## config.mk

```make
export PLATFORM = sky130hd
export DESIGN_NAME = systolic_result_collector_flat
export DESIGN_NICKNAME = d
export VERILOG_FILES = /design/src/rtl/systolic_pkg.sv /design/src/rtl/systolic_result_collector_if.sv /design/src/rtl/collector_bank.sv /design/src/rtl/systolic_result_collector.sv /design/src/flat_wrapper.sv
export SDC_FILE = /design/constraint.sdc
export NUM_CORES = 1
export LEC_CHECK = 0
export BUFFER_PORTS_ARGS = -buffer_cell sky130_fd_sc_hd__buf_2
export CORE_AREA = 5 5 239 194
export CTS_CLUSTER_DIAMETER = 200
export DETAILED_ROUTE_END_ITERATION = 10
export DIE_AREA = 0 0 244 199
export PLACE_DENSITY = 0.83
export SYNTH_ARGS = -nofsm -noshare
export SYNTH_HDL_FRONTEND = slang
export SYNTH_HIERARCHICAL = 1
export SYNTH_SLANG_ARGS = --single-unit
```

## constraint.sdc

```tcl
create_clock -name clk -period 31.5 [get_ports clk]
set_input_delay 6.3 -clock clk [delete_from_list [all_inputs] [get_ports clk]]
set_output_delay 6.3 -clock clk [all_outputs]
set_load 0.01 [all_outputs]
```

## src/rtl/systolic_pkg.sv

```systemverilog
// Shared types and sizing helpers for the systolic result collector.
package systolic_pkg;

   // Occupancy of one ping-pong bank.
   typedef enum logic {
      FREE = 1'b0,
      FULL = 1'b1
   } bank_state_t;

   // Default geometry of the array this collector sits behind.
   localparam int DATAWIDTH_DEF = 16;
   localparam int N_SIZE_DEF    = 3;

   // Index width with a floor of one bit so a 1x1 array still has a legal index.
   function automatic int idx_width(input int n);
      return (n <= 1) ? 1 : $clog2(n);
   endfunction

   localparam int IDX_W = idx_width(N_SIZE_DEF);
   localparam int RES_W = 2 * DATAWIDTH_DEF;

endpackage

```

## src/rtl/systolic_result_collector_if.sv

```systemverilog
// Capture and drain stream signals of the result collector.
interface systolic_result_collector_if #(
   parameter int DATAWIDTH = 16,
   parameter int N_SIZE    = 3
);
   import systolic_pkg::*;

   localparam int RES_WIDTH = 2 * DATAWIDTH;
   localparam int IDX_WIDTH = idx_width(N_SIZE);

   // Capture side, driven by the systolic array.
   logic                                valid_in;
   logic [N_SIZE-1:0][RES_WIDTH-1:0]    row_in;

   // Drain side, valid/ready stream towards the consumer.
   logic                                out_valid;
   logic                                out_ready;
   logic [RES_WIDTH-1:0]                out_data;
   logic [IDX_WIDTH-1:0]                out_row;
   logic [IDX_WIDTH-1:0]                out_col;
   logic                                out_last;

   // Status back to the launcher.
   logic                                space_avail;
   logic                                overflow;

   modport master (
      output valid_in, row_in, out_ready,
      input  out_valid, out_data, out_row, out_col, out_last, space_avail, overflow
   );

   modport slave (
      input  valid_in, row_in, out_ready,
      output out_valid, out_data, out_row, out_col, out_last, space_avail, overflow
   );

endinterface

```

## src/rtl/collector_bank.sv

```systemverilog
// One N x N result buffer: whole-row write port, single-element combinational read.
module collector_bank #(
   parameter int RES_WIDTH = 32,
   parameter int N_SIZE    = 3,
   parameter int IDX_WIDTH = 2
) (
   input  logic                             clk,
   input  logic                             wr_en,
   input  logic [IDX_WIDTH-1:0]             wr_row,
   input  logic [N_SIZE-1:0][RES_WIDTH-1:0] wr_data,
   input  logic [IDX_WIDTH-1:0]             rd_row,
   input  logic [IDX_WIDTH-1:0]             rd_col,
   output logic [RES_WIDTH-1:0]             rd_data
);

   logic [RES_WIDTH-1:0] mem [N_SIZE][N_SIZE];

   // Store a full result row; contents are deliberately not reset.
   always_ff @(posedge clk) begin
      if (wr_en) begin
         for (int c = 0; c < N_SIZE; c++) begin
            mem[wr_row][c] <= wr_data[c];
         end
      end
   end

   assign rd_data = mem[rd_row][rd_col];

endmodule

```

## src/rtl/systolic_result_collector.sv

```systemverilog
// Ping-pong result collector: absorbs bursts of N rows from the systolic array
// and drains them element by element in row-major order.
module systolic_result_collector
   import systolic_pkg::*;
#(
   parameter int DATAWIDTH = 16,
   parameter int N_SIZE    = 3
) (
   input  logic                         clk,
   input  logic                         rst,
   systolic_result_collector_if.slave   bus
);

   localparam int RES_WIDTH = 2 * DATAWIDTH;
   localparam int IDX_WIDTH = idx_width(N_SIZE);
   localparam logic [IDX_WIDTH-1:0] LAST_IDX = IDX_WIDTH'(N_SIZE - 1);
   localparam logic [IDX_WIDTH-1:0] ZERO_IDX = {IDX_WIDTH{1'b0}};
   localparam logic [IDX_WIDTH-1:0] ONE_IDX  = IDX_WIDTH'(1);

   // Registered state.
   bank_state_t          bank_state [2];
   logic                 wbank;
   logic [IDX_WIDTH-1:0] wrow;
   logic                 drop_burst;
   logic                 rbank;
   logic [IDX_WIDTH-1:0] rrow;
   logic [IDX_WIDTH-1:0] rcol;
   logic                 overflow_flag;

   // Next-state values.
   bank_state_t          bank_state_next [2];
   logic                 wbank_next;
   logic [IDX_WIDTH-1:0] wrow_next;
   logic                 drop_burst_next;
   logic                 rbank_next;
   logic [IDX_WIDTH-1:0] rrow_next;
   logic [IDX_WIDTH-1:0] rcol_next;
   logic                 overflow_next;

   // Per-cycle decode.
   logic                 out_valid_int;
   logic                 at_last;
   logic                 xfer;
   logic                 free_now;
   logic                 overflow_now;
   logic                 dropping;
   logic                 write_en;
   logic                 beat_last;
   logic [RES_WIDTH-1:0] rd_data0;
   logic [RES_WIDTH-1:0] rd_data1;

   // Decode handshake, free/capture collision and whether this beat is discarded.
   always_comb begin
      out_valid_int = (bank_state[rbank] == FULL);
      at_last       = out_valid_int && (rrow == LAST_IDX) && (rcol == LAST_IDX);
      xfer          = out_valid_int && bus.out_ready;
      free_now      = xfer && at_last;
      // A bank released by this cycle's final transfer is already usable for a new burst.
      overflow_now  = bus.valid_in && (wrow == ZERO_IDX) && (bank_state[wbank] == FULL)
                      && !(free_now && (rbank == wbank));
      if (wrow == ZERO_IDX) begin
         dropping = overflow_now;
      end else begin
         dropping = drop_burst;
      end
      write_en  = bus.valid_in && !dropping;
      beat_last = bus.valid_in && (wrow == LAST_IDX);
   end

   // Next-state for bank occupancy, write pointer and read pointer.
   always_comb begin
      bank_state_next[0] = bank_state[0];
      bank_state_next[1] = bank_state[1];
      wbank_next         = wbank;
      wrow_next          = wrow;
      drop_burst_next    = drop_burst;
      rbank_next         = rbank;
      rrow_next          = rrow;
      rcol_next          = rcol;
      overflow_next      = overflow_flag || overflow_now;

      // Drain side first so a capture in the same cycle sees the freed bank.
      if (free_now) begin
         bank_state_next[rbank] = FREE;
         rbank_next             = ~rbank;
         rrow_next              = ZERO_IDX;
         rcol_next              = ZERO_IDX;
      end else if (xfer) begin
         if (rcol == LAST_IDX) begin
            rcol_next = ZERO_IDX;
            rrow_next = rrow + ONE_IDX;
         end else begin
            rcol_next = rcol + ONE_IDX;
         end
      end else begin
         rrow_next = rrow;
      end

      // Capture side: count beats, commit the bank on the last one unless dropped.
      if (bus.valid_in) begin
         if (beat_last) begin
            wrow_next       = ZERO_IDX;
            drop_burst_next = 1'b0;
            if (!dropping) begin
               bank_state_next[wbank] = FULL;
               wbank_next             = ~wbank;
            end else begin
               wbank_next = wbank;
            end
         end else begin
            wrow_next       = wrow + ONE_IDX;
            drop_burst_next = dropping;
         end
      end else begin
         wrow_next = wrow;
      end
   end

   // State registers with synchronous reset.
   always_ff @(posedge clk) begin
      if (rst) begin
         bank_state[0] <= FREE;
         bank_state[1] <= FREE;
         wbank         <= 1'b0;
         wrow          <= ZERO_IDX;
         drop_burst    <= 1'b0;
         rbank         <= 1'b0;
         rrow          <= ZERO_IDX;
         rcol          <= ZERO_IDX;
         overflow_flag <= 1'b0;
      end else begin
         bank_state[0] <= bank_state_next[0];
         bank_state[1] <= bank_state_next[1];
         wbank         <= wbank_next;
         wrow          <= wrow_next;
         drop_burst    <= drop_burst_next;
         rbank         <= rbank_next;
         rrow          <= rrow_next;
         rcol          <= rcol_next;
         overflow_flag <= overflow_next;
      end
   end

   collector_bank #(
      .RES_WIDTH (RES_WIDTH),
      .N_SIZE    (N_SIZE),
      .IDX_WIDTH (IDX_WIDTH)
   ) u_bank0 (
      .clk     (clk),
      .wr_en   (write_en && (wbank == 1'b0)),
      .wr_row  (wrow),
      .wr_data (bus.row_in),
      .rd_row  (rrow),
      .rd_col  (rcol),
      .rd_data (rd_data0)
   );

   collector_bank #(
      .RES_WIDTH (RES_WIDTH),
      .N_SIZE    (N_SIZE),
      .IDX_WIDTH (IDX_WIDTH)
   ) u_bank1 (
      .clk     (clk),
      .wr_en   (write_en && (wbank == 1'b1)),
      .wr_row  (wrow),
      .wr_data (bus.row_in),
      .rd_row  (rrow),
      .rd_col  (rcol),
      .rd_data (rd_data1)
   );

   // Output stream is zeroed whenever nothing is presented.
   assign bus.out_valid   = out_valid_int;
   assign bus.out_last    = at_last;
   assign bus.out_data    = out_valid_int ? (rbank ? rd_data1 : rd_data0) : {RES_WIDTH{1'b0}};
   assign bus.out_row     = out_valid_int ? rrow : ZERO_IDX;
   assign bus.out_col     = out_valid_int ? rcol : ZERO_IDX;
   assign bus.space_avail = (bank_state[wbank] != FULL);
   assign bus.overflow    = overflow_flag;

endmodule

```

## src/flat_wrapper.sv

```systemverilog
// flat-port wrapper written by rule: the top's interface ports become plain ports
module systolic_result_collector_flat import systolic_pkg::*;
#(
   parameter int DATAWIDTH = 16,
   parameter int N_SIZE    = 3
)
  (clk, rst, bus_valid_in, bus_row_in, bus_out_ready, bus_out_valid, bus_out_data, bus_out_row, bus_out_col, bus_out_last, bus_space_avail, bus_overflow);
  systolic_result_collector_if #(.DATAWIDTH(DATAWIDTH), .N_SIZE(N_SIZE)) bus_i ();
  input  logic clk;
  input  logic rst;
  input wire logic [$bits(bus_i.valid_in)-1:0] bus_valid_in;
  input wire logic [$bits(bus_i.row_in)-1:0] bus_row_in;
  input wire logic [$bits(bus_i.out_ready)-1:0] bus_out_ready;
  output wire logic [$bits(bus_i.out_valid)-1:0] bus_out_valid;
  output wire logic [$bits(bus_i.out_data)-1:0] bus_out_data;
  output wire logic [$bits(bus_i.out_row)-1:0] bus_out_row;
  output wire logic [$bits(bus_i.out_col)-1:0] bus_out_col;
  output wire logic [$bits(bus_i.out_last)-1:0] bus_out_last;
  output wire logic [$bits(bus_i.space_avail)-1:0] bus_space_avail;
  output wire logic [$bits(bus_i.overflow)-1:0] bus_overflow;
  assign bus_i.valid_in = bus_valid_in;
  assign bus_i.row_in = bus_row_in;
  assign bus_i.out_ready = bus_out_ready;
  assign bus_out_valid = bus_i.out_valid;
  assign bus_out_data = bus_i.out_data;
  assign bus_out_row = bus_i.out_row;
  assign bus_out_col = bus_i.out_col;
  assign bus_out_last = bus_i.out_last;
  assign bus_space_avail = bus_i.space_avail;
  assign bus_overflow = bus_i.overflow;
  systolic_result_collector #(.DATAWIDTH(DATAWIDTH), .N_SIZE(N_SIZE)) u_core (.clk(clk), .rst(rst), .bus(bus_i));
endmodule
```

==> out/summary.txt <==
R2r endpoint: u_core/u_bank0/mem[1][2]$_DFFE_PP_
Synthesis-to-layout area growth: 12.3%
Final Skew: 0.0141 ns
CTS Hold Bufs: 0
Hold crit path type: register to register
Main synth FF type: edfxtp_1
Worst setup startpoint: u_core/rrow[0]$_SDFFE_PP0P_
DRT iter0 DRCs: 1279
Met2 usage: 0.365
CP startpoint kind: register
Chip width: 244 um
Critical Path Sink: bus_out_data[29]
Reg-to-reg slack, setup: 25.56 ns
Die area: 0.0486 mm2
Placed Area: 0.0249 mm2
Number of port buffers: 139
Mux cell area share after synthesis: 0.0998
Final setup fails: 0
Yosys warnings: 6
Simple-Gate Fraction of Synth Area: 0.0526
Clock latency on the worst-skew pair: 0.59 ns
XOR/XNOR Fraction of Synth Area: 0.000739
Routed WL per cell: 24.7 um
Final nets: 1628
DRT Wirelength: 52800 um
Syn Std Cell Area: 0.0237 mm2
DR DRC count: 0
Count of flip-flops with a built-in enable after synthesis: 576
CTS H-tree depth: 2
Busiest layer in global routing: met2
Sequential cell area fraction in the yosys report: 0.741
Critical Path End Type: output pin
CP peak stage delay: 0.74 ns
Setup WS post-layout: 21.06 ns
Main combinational cell family by area after synthesis: multiplexers
Final min period: 10.44 ns
Via/cell ratio: 6.14
Clk sink count: 590
M3 GR Usage: 0.0531
Number of global-route vias before repair: 13301
RSZ-0062 raised after global routing: false
Vias: 13146
Root Buffer: clkbuf_16
Fin util: 0.607
Post-Synth Adder-Cell Area: 0.000528
Worst VDD drop: 0.0000515 V
First-pass GRT wire length: 80100 um
Initial antenna violation count: 13
Leakage: 8.74 nW
# Post-CTS Setup Buffers: 0
Crit path DAT: 4.14 ns
Power Dens Cells: 60.0 mW/mm2
Setup CP Type: register to output pin
#FFs+latches synth: 590
Max Fclk: 95.8 MHz
Post-Syn Instances: 1401
Synthesized net count: 1502
Compound-gate portion of the synthesized area: 0.0831
I/O pin cnt: 140
Pre-CTS worst setup slack: 21.72 ns
Setup TNS: 0 ns
Final instance area: 0.0266 mm2
Total GRT Usage: 0.214
Num CTS Buffers: 54
Mean Syn Cell Area: 16.9 um2
Hpwl dp: 28800 um
GR Util met1: 0.284
Pre-antenna DRT Iters: 5
Post-CTS sizing: 0
Maximum fanout along the worst path: 69
Share of flip-flops with an asynchronous set or reset: 0
Largest net degree at the start of global routing: 93
Final worst path period share: 0.331
Fillers: 3084
GP Congestion: 0.769
Master of the slowest instance on the critical path: buf_4
Max-cap violations: 0
Synth unique cells: 37
Slew @ Worst Pin: 1.13 ns
Reg2reg path depth: 8
Worst path required time: 25.20 ns
Slew headroom: 0.248
Initial Util: 0.541
Crit-path cells: buf_4, buf_4, mux2_2, mux2i_1, o221ai_1, mux2i_1, nor2_1, buf_2
CTS tree: yes
Final ANT Viol Nets: 0
Fin. Hold Viols: 0
Row cnt: 69
CTS Buffer Depth: 3
Final Max Tran Viols: 0
Area of the core: 0.0439 mm2
Outcome: complete, no violations
Worst-path clk slew: 0.07 ns
Global route total overflow: 0
Die Ht: 199 um
Layout cells sized above 1: 0.172
Reg-to-reg startpoint: u_core/rrow[1]$_SDFFE_PP0P_
## layout by cell type (no fill, tap or decap), drive strengths merged, types with 4 or more instances in the layout
master and count:
edfxtp 576, mux2 129, nor2b 68, a21oi 5
nand2b 72, o311ai 8, mux2i 91, nand2 8
and3b 6, bufinv 7, o211ai 72, clkinv 22
o221ai 56, clkbuf 63, or3 4, o21ai 58
nor2 49, diode 4, buf 162, inv 8
dfxtp 14, a211oi 66
## power by group
| part | switching (W) | total, W | internal [W] | leakage (nW) |
|---|---|---|---|---|
| Sequential | 0.00000484 | 0.000889 | 0.000884 | 5.36 |
| Clock | 0.000277 | 0.000654 | 0.000377 | 0.855 |
| Combinational | 0.0000357 | 0.0000537 | 0.0000179 | 2.52 |
| Total | 0.000318 | 0.00160 | 0.00128 | 8.74 |
## flip-flops by register name, indices dropped and copies added (netlist names), named ones only
signal / count
u_core/wrow: 2
u_core/bus.overflow: 1
u_core/rrow: 2
u_core/drop_burst: 1
u_core/rcol: 2
u_core/wbank: 1
u_core/bank_state: 2
u_core/rbank: 1
u_core/u_bank0/mem: 288
u_core/u_bank1/mem: 288
## stage by stage
stage	hold WS [ns]	instances	total power, W
after global routing	0.488	2138	0.00165
after floorplan	0.507	1401	0.000934
final	0.472	2140	0.00160
after global placement	0.454	2039	0.000955
after detailed placement	0.464	2039	0.000960
after CTS	0.476	2136	0.00161
## cells in the mapped netlist, drive strengths merged, types with 2 or more instances
cell,instances,share of area
o21a,2,0.00063
dfxtp,14,0.012
and3b,6,0.0022
nand2,8,0.0013
or3,4,0.0011
or2,2,0.00053
clkbuf,39,0.0062
a21oi,5,0.0011
nor3b,2,0.00063
o221ai,56,0.021
nand2b,72,0.019
o211ai,72,0.023
mux2,129,0.061
buf,53,0.015
xnor2,2,0.00074
o311ai,8,0.0030
and2,3,0.00079
nor2b,68,0.018
o21ai,58,0.012
a211oi,66,0.021
nor2,49,0.0078
edfxtp,576,0.73
mux2i,91,0.039
a32o,2,0.00084
inv,6,0.00095
nand4b,3,0.0011
## worst min-delay path by stage
stage	slack (ns)	depth (start not counted)	from	to
after floorplan	0.51	1	u_core/wbank$_SDFFE_PP0P_	u_core/bank_state[1]$_SDFF_PP0_
after global placement	0.45	1	u_core/bus.overflow$_SDFF_PP0_	u_core/bus.overflow$_SDFF_PP0_
after detailed placement	0.46	1	u_core/bus.overflow$_SDFF_PP0_	u_core/bus.overflow$_SDFF_PP0_
after CTS	0.48	1	u_core/bus.overflow$_SDFF_PP0_	u_core/bus.overflow$_SDFF_PP0_
after global routing	0.49	1	u_core/bus.overflow$_SDFF_PP0_	u_core/bus.overflow$_SDFF_PP0_
final	0.47	1	u_core/bus.overflow$_SDFF_PP0_	u_core/bus.overflow$_SDFF_PP0_
## final cells by class
class,instances,area (um2),area share
tap,568,711,0.0267
clock buffer,63,1410,0.0528
multi-input combinational,713,5670,0.213
inverter,6,22.5,0.000846
clock inverter,34,362,0.0136
antenna,4,10.0,0.000376
sequential,590,17600,0.660
timing repair buffer,162,868,0.0326
## worst max-delay path: cells and delay by family (launching register included)
| family | cells | cell delay [ns] |
|---|---|---|
| muxes | 3 | 0.90 |
| DFF | 1 | 0.68 |
| and+or+nand+nor | 1 | 0.12 |
| buffers and inverters | 3 | 1.60 |
| AOI/OAI and AO/OA | 1 | 0.14 |
## cells by family (layout without fill, tap and decap cells)
| group | after synthesis | after routing |
|---|---|---|
| and+or+nand+nor | 218 | 218 |
| other | 0 | 4 |
| AOI/OAI and AO/OA | 272 | 272 |
| xor gates and xnor gates | 2 | 2 |
| DFF | 590 | 590 |
| buffers and inverters | 98 | 265 |
| adders and majority gates | 1 | 1 |
| muxes | 220 | 220 |
## routing by layer
metal / vias up / wire, um
li1: 5812 / -
met4: 20 / 944
met3: 103 / 4650
met2: 562 / 25900
met1: 6649 / 21200
met5: - / 108
(Power assumes the default switching activity.)
